<file path="config.mk">
export PLATFORM = sky130hd
export DESIGN_NAME = pc_sequencer
export DESIGN_NICKNAME = d
export VERILOG_FILES = /design/src/rtl/pc_seq_pkg.sv /design/src/rtl/pc_stack.sv /design/src/rtl/pc_sequencer.sv
export SDC_FILE = /design/constraint.sdc
export NUM_CORES = 1
export LEC_CHECK = 0
export BUFFER_PORTS_ARGS = -buffer_cell sky130_fd_sc_hd__buf_2
export CORE_MARGIN = 4
export CORE_UTILIZATION = 50
export DETAILED_ROUTE_END_ITERATION = 12
export PLACE_DENSITY_LB_ADDON = 0.25
export SYNTH_ARGS = -nofsm -noshare
export SYNTH_HDL_FRONTEND = slang
export SYNTH_SLANG_ARGS = --single-unit
</file>
<file path="constraint.sdc">
create_clock -name CLK -period 2.2 [get_ports CLK]
set_clock_uncertainty 0.05 [all_clocks]
set_input_delay 0.33 -clock CLK [delete_from_list [all_inputs] [get_ports CLK]]
set_output_delay 0.33 -clock CLK [all_outputs]
set_load 0.02 [all_outputs]
</file>
<file path="src/rtl/pc_seq_pkg.sv">
// Shared defaults and the next-PC source encoding for the PC sequencer.
package pc_seq_pkg;

   localparam int DEF_WIDTH       = 4;
   localparam int DEF_RST_VECTOR  = 5;
   localparam int DEF_STACK_DEPTH = 4;

   // Source chosen for the next program counter value.
   typedef enum logic [2:0] {
      NS_HOLD,
      NS_INC,
      NS_JUMP,
      NS_BRANCH,
      NS_CALL,
      NS_RET
   } ns_sel_e;

endpackage

</file>
<file path="src/rtl/pc_stack.sv">
// Return-address LIFO. The top entry is read combinationally so that a RET can
// load the PC on the same edge that pops it. Occupancy flags are registered.
module pc_stack
   import pc_seq_pkg::*;
#(
   parameter int WIDTH       = DEF_WIDTH,
   parameter int STACK_DEPTH = DEF_STACK_DEPTH
) (
   input  logic             clk,
   input  logic             rst_n,
   input  logic             push,
   input  logic             pop,
   input  logic [WIDTH-1:0] data_in,
   output logic [WIDTH-1:0] data_out,
   output logic             full,
   output logic             empty
);

   localparam int PW = $clog2(STACK_DEPTH);

   logic [WIDTH-1:0] mem_q [STACK_DEPTH];
   logic [PW:0]      cnt_q, cnt_d;
   logic [PW-1:0]    top_idx;
   logic             do_push, do_pop;
   logic             full_q, empty_q;

   // Guard against over/underflow even if the caller forgets to.
   assign do_push = push && !full_q;
   assign do_pop  = pop && !empty_q && !do_push;

   // Topmost valid slot; wraps to DEPTH-1 when the stack is full.
   assign top_idx  = cnt_q[PW-1:0] - PW'(1);
   assign data_out = mem_q[top_idx];

   // Occupancy count for the next edge.
   always_comb begin
      cnt_d = cnt_q;
      if (do_push)
         cnt_d = cnt_q + (PW+1)'(1);
      else if (do_pop)
         cnt_d = cnt_q - (PW+1)'(1);
   end

   // Storage write; contents are not cleared by reset.
   always_ff @(posedge clk) begin
      if (do_push)
         mem_q[cnt_q[PW-1:0]] <= data_in;
   end

   // Occupancy count and registered flags derived from the new count.
   always_ff @(posedge clk) begin
      if (!rst_n) begin
         cnt_q   <= '0;
         full_q  <= 1'b0;
         empty_q <= 1'b1;
      end else begin
         cnt_q   <= cnt_d;
         full_q  <= (cnt_d == (PW+1)'(STACK_DEPTH));
         empty_q <= (cnt_d == '0);
      end
   end

   assign full  = full_q;
   assign empty = empty_q;

endmodule

</file>
<file path="src/rtl/pc_sequencer.sv">
// Program counter sequencer: increment, jump, conditional relative branch,
// and call/return through a small return-address stack.
module pc_sequencer
   import pc_seq_pkg::*;
#(
   parameter int WIDTH       = DEF_WIDTH,
   parameter int RST_VECTOR  = DEF_RST_VECTOR,
   parameter int STACK_DEPTH = DEF_STACK_DEPTH
) (
   input  logic             CLK,
   input  logic             RST_N,
   input  logic             EN,
   input  logic             PL,
   input  logic             JB,
   input  logic             BC,
   input  logic             CALL,
   input  logic             RET,
   input  logic [WIDTH-1:0] OFFSET,
   input  logic [WIDTH-1:0] AData,
   output logic [WIDTH-1:0] PC,
   output logic             STACK_FULL,
   output logic             STACK_EMPTY,
   output logic             FAULT
);

   logic [WIDTH-1:0] pc_q, pc_d;
   logic [WIDTH-1:0] pc_inc, pc_br, ret_addr;
   logic             fault_q, fault_d;
   logic             push, pop, stk_full, stk_empty, take_branch;
   ns_sel_e          sel;

   // All arithmetic wraps silently at WIDTH bits; OFFSET's two's-complement
   // encoding makes a plain modular add equal to a signed displacement.
   assign pc_inc      = pc_q + WIDTH'(1);
   assign pc_br       = pc_q + OFFSET;
   assign take_branch = BC ? AData[WIDTH-1] : (AData == '0);

   // Pick the next-PC source by priority and decide stack/fault side effects.
   always_comb begin
      sel     = NS_HOLD;
      push    = 1'b0;
      pop     = 1'b0;
      fault_d = fault_q;
      if (EN) begin
         if (RET) begin
            if (!stk_empty) begin
               sel = NS_RET;
               pop = 1'b1;
            end else begin
               sel     = NS_INC;
               fault_d = 1'b1;
            end
         end else if (CALL) begin
            if (!stk_full) begin
               sel  = NS_CALL;
               push = 1'b1;
            end else begin
               sel     = NS_INC;
               fault_d = 1'b1;
            end
         end else if (!PL) begin
            sel = NS_INC;
         end else if (JB) begin
            sel = NS_JUMP;
         end else begin
            sel = take_branch ? NS_BRANCH : NS_INC;
         end
      end
   end

   // Map the selected source to a PC value.
   always_comb begin
      pc_d = pc_q;
      case (sel)
         NS_INC:    pc_d = pc_inc;
         NS_JUMP:   pc_d = AData;
         NS_BRANCH: pc_d = pc_br;
         NS_CALL:   pc_d = AData;
         NS_RET:    pc_d = ret_addr;
         default:   pc_d = pc_q;
      endcase
   end

   // PC and sticky fault register.
   always_ff @(posedge CLK) begin
      if (!RST_N) begin
         pc_q    <= WIDTH'(RST_VECTOR);
         fault_q <= 1'b0;
      end else begin
         pc_q    <= pc_d;
         fault_q <= fault_d;
      end
   end

   pc_stack #(
      .WIDTH       (WIDTH),
      .STACK_DEPTH (STACK_DEPTH)
   ) u_stack (
      .clk      (CLK),
      .rst_n    (RST_N),
      .push     (push),
      .pop      (pop),
      .data_in  (pc_inc),
      .data_out (ret_addr),
      .full     (stk_full),
      .empty    (stk_empty)
   );

   assign PC          = pc_q;
   assign FAULT       = fault_q;
   assign STACK_FULL  = stk_full;
   assign STACK_EMPTY = stk_empty;

endmodule

</file>
==> results.cfg <==
[synth]
ys_top_cells_by_area = edfxtp_1 (33%), dfxtp_1 (14%), ha_1 (7.7%)
synth_edf_count = 16
synth_top_flop_cell = edfxtp_1
yosysWarnings = 0
async_reset_ff_frac = 0
synthCells = 126
syn_nets = 152
netlist_area_sq_um = 1460
synth_cell_types = 42
syn_avg_cell_area_sq_um = 11.59
synth_top_area_frac = 0.3290
ys_seq_area_frac = 0.4662
ys_ff_latch = 26
yosys.area.top_type = edfxtp_1

[die]
die_w_microns = 62.04
die-area_sq_um = 3849
start_util = 0.5250
ios = 23
row_count = 19
core_area_sq_um = 2781
die_height_microns = 62.04

[timing]
grt_setup_unrepaired = false
finalSetupTns_ns = 0
period_minus_slack_ns = 1.854
period_share = 0.8425
final_max_slew_viol_count = 0
setup_slack_ns = 0.3464
slew_headroom = 0.7043
tightest_slew_ns = 0.4405
fmax_mhz = 539.5
finalSetupViolations = 0
whs_ns = 0.2049
finalHoldViolCount = 0

[pwr]
finalPower_mw = 1.177
powerDensity_nw_per_um2 = 703.7
leakage_nw = 0.6484
ir_drop_uv = 470.3

[clock_network]
cts_max_level = 1
clk_pin_slew_ns = 0.15
cts_setup_buffers = 0
root_buffer = clkbuf_4
ctsResizeCount = 0
clock_latency_ns = 0.33
holdBufCountCts = 0
cts_tree = built
clockBufferDepth = 2
cts-buffers-inserted = 3
cts_sinks = 26

[drt]
ant_nets = 0
vias = 1088
drc = 0
routed_wl_microns = 3067
drt_iter0_drc = 44
vias_per_cell = 5.978
dr.pass1.iters = 4
wl_per_cell_microns = 16.85

[min_path]
hold_path_end = PC[0]
min_from = AData[0]
hold_depth = 3
hold_path.class = in2reg

[critical_path]
r2r_cells = 6
required_ns = 2.42
crit_path_cell_trace = ha_1, inv_1, fa_1, nor4b_2, a221oi_1, a211oi_2
crit_type = reg2reg
arrival_ns = 2.08
r2r-end = PC[1]
max_stage_delay_ns = 0.47
critPathSlowestCell = fa_1
startpoint_type = flop
end_kind = flop
r2r-start = PC[0]
critical-path-top-delay-family = adder cells
r2r_slack_ns = 0.35
critPathBufInv = 1
worstPathMaxFanout = 5

[global_routing]
grt-ovfl-total = 0
grt_antenna_before_repair = 0
grt_pass1_wl_microns = 4719
grtUsageTotal = 0.1703
grt_max_degree = 16
grt_pass1_vias = 1038

[layout]
final_util = 0.6014
antenna_cells = 0
fillers = 226
fin_area_sq_um = 1673
areaGrowthSynthToFinish_pct = 14.57
finalNonFillerCells = 182
fin_nets = 178
layout-drive-gt1-share = 0.2517

[placement]
placed_cell_area_sq_um = 1620
dp_cells = 178
post-place-ws_ns = 0.1871
place.gp.congestion = 0.9025
io_buffer_count = 22
dp_hpwl_microns = 2318

[flow_run]
cap_violations = 0

[status]
status = completed
==> synth_stat cells, types with 2 or more instances <==
cell type,number
a31oi_1,3
a211oi_1,2
nand3b_1,2
dfxtp_1,10
inv_1,7
o31ai_1,2
and2_1,7
nor3_1,2
nand2_1,5
nor2_1,4
ha_1,9
a21oi_1,5
o21a_1,2
mux4_2,4
xor2_1,2
nand2b_1,3
xnor2_1,5
clkbuf_1,5
o21ai_0,5
nor2b_1,3
a22oi_1,2
a221oi_1,2
edfxtp_1,16
==> cell type report <==
cell class	count	area (sq um)	share of cell area
multi-input cells	88	734.5	0.4390
flip-flops and latches	26	680.7	0.4069
repair buffers	26	140.1	0.08377
well taps	31	38.79	0.02319
clock inverters	1	30.03	0.01795
inverters	7	26.28	0.01571
clock buffers	3	22.52	0.01346
==> worst max-delay path by stage <==
stage | start | end | slack [ns] | depth (start not counted)
after global routing | PC[0] | PC[1] | 0.24 | 6
after CTS | PC[0] | PC[1] | 0.35 | 6
final | PC[0] | PC[1] | 0.35 | 6
after detailed placement | AData[1] | PC[1] | 0.19 | 6
after floorplan | u_stack.cnt_q[0] | PC[1] | 0.09 | 7
after global placement | AData[1] | PC[1] | 0.25 | 6
==> kinds of logic (layout without fill, tap and decap cells) <==
| family | count (synthesis) | count (layout) | synth area share |
|---|---|---|---|
| compound gates | 30 | 30 | 0.1439 |
| xor+xnor | 7 | 7 | 0.04199 |
| fa+ha+maj | 10 | 10 | 0.09083 |
| buf+inv | 12 | 37 | 0.03085 |
| flops | 26 | 26 | 0.4662 |
| mux | 5 | 5 | 0.06855 |
| simple gates | 36 | 36 | 0.1577 |
==> per-layer routing <==
layer | up-vias | global-route usage | part of all wire
met4 | 0 | 0.05152 | 0.014
met3 | 7 | 0.03306 | 0.058
met2 | 29 | 0.2781 | 0.46
li1 | 522 | - | -
met1 | 530 | 0.2292 | 0.46
met5 | - | 0 | 0
==> flip-flops by register name, summed over array words and instances (netlist names) <==
signal and count:
u_stack.full 1, FAULT 1, u_stack.empty 1, PC 4, u_stack.mem_q 16, u_stack.cnt_q 3
==> worst min-delay path: stages <==
cell and delay, ns:
buf_2 0.08, a31oi_1 0.07, o211ai_1 0.08
==> layout by cell type (no fill, tap or decap), drive strengths merged, types with 2 or more instances in the layout <==
| cell | count |
|---|---|
| a21oi | 5 |
| o31ai | 2 |
| nor2 | 4 |
| a221oi | 3 |
| a211oi | 3 |
| nand2 | 5 |
| nand2b | 3 |
| nor3b | 2 |
| inv | 7 |
| dfxtp | 10 |
| xor2 | 2 |
| clkbuf | 3 |
| a22oi | 2 |
| mux4 | 4 |
| xnor2 | 5 |
| nor2b | 3 |
| edfxtp | 16 |
| o21a | 2 |
| nand3b | 2 |
| and2 | 7 |
| a31oi | 3 |
| buf | 26 |
| ha | 9 |
| o21ai | 6 |
| nor3 | 2 |
==> power breakdown <==
part           total [mW]  leakage, nW  switching [mW]  internal (mW)
registers           0.574        0.227          0.0210          0.553
logic               0.265        0.393           0.150          0.116
clock network       0.338       0.0279           0.153          0.184
total                1.18        0.648           0.324          0.853
Power figures use the tool's default switching activity.
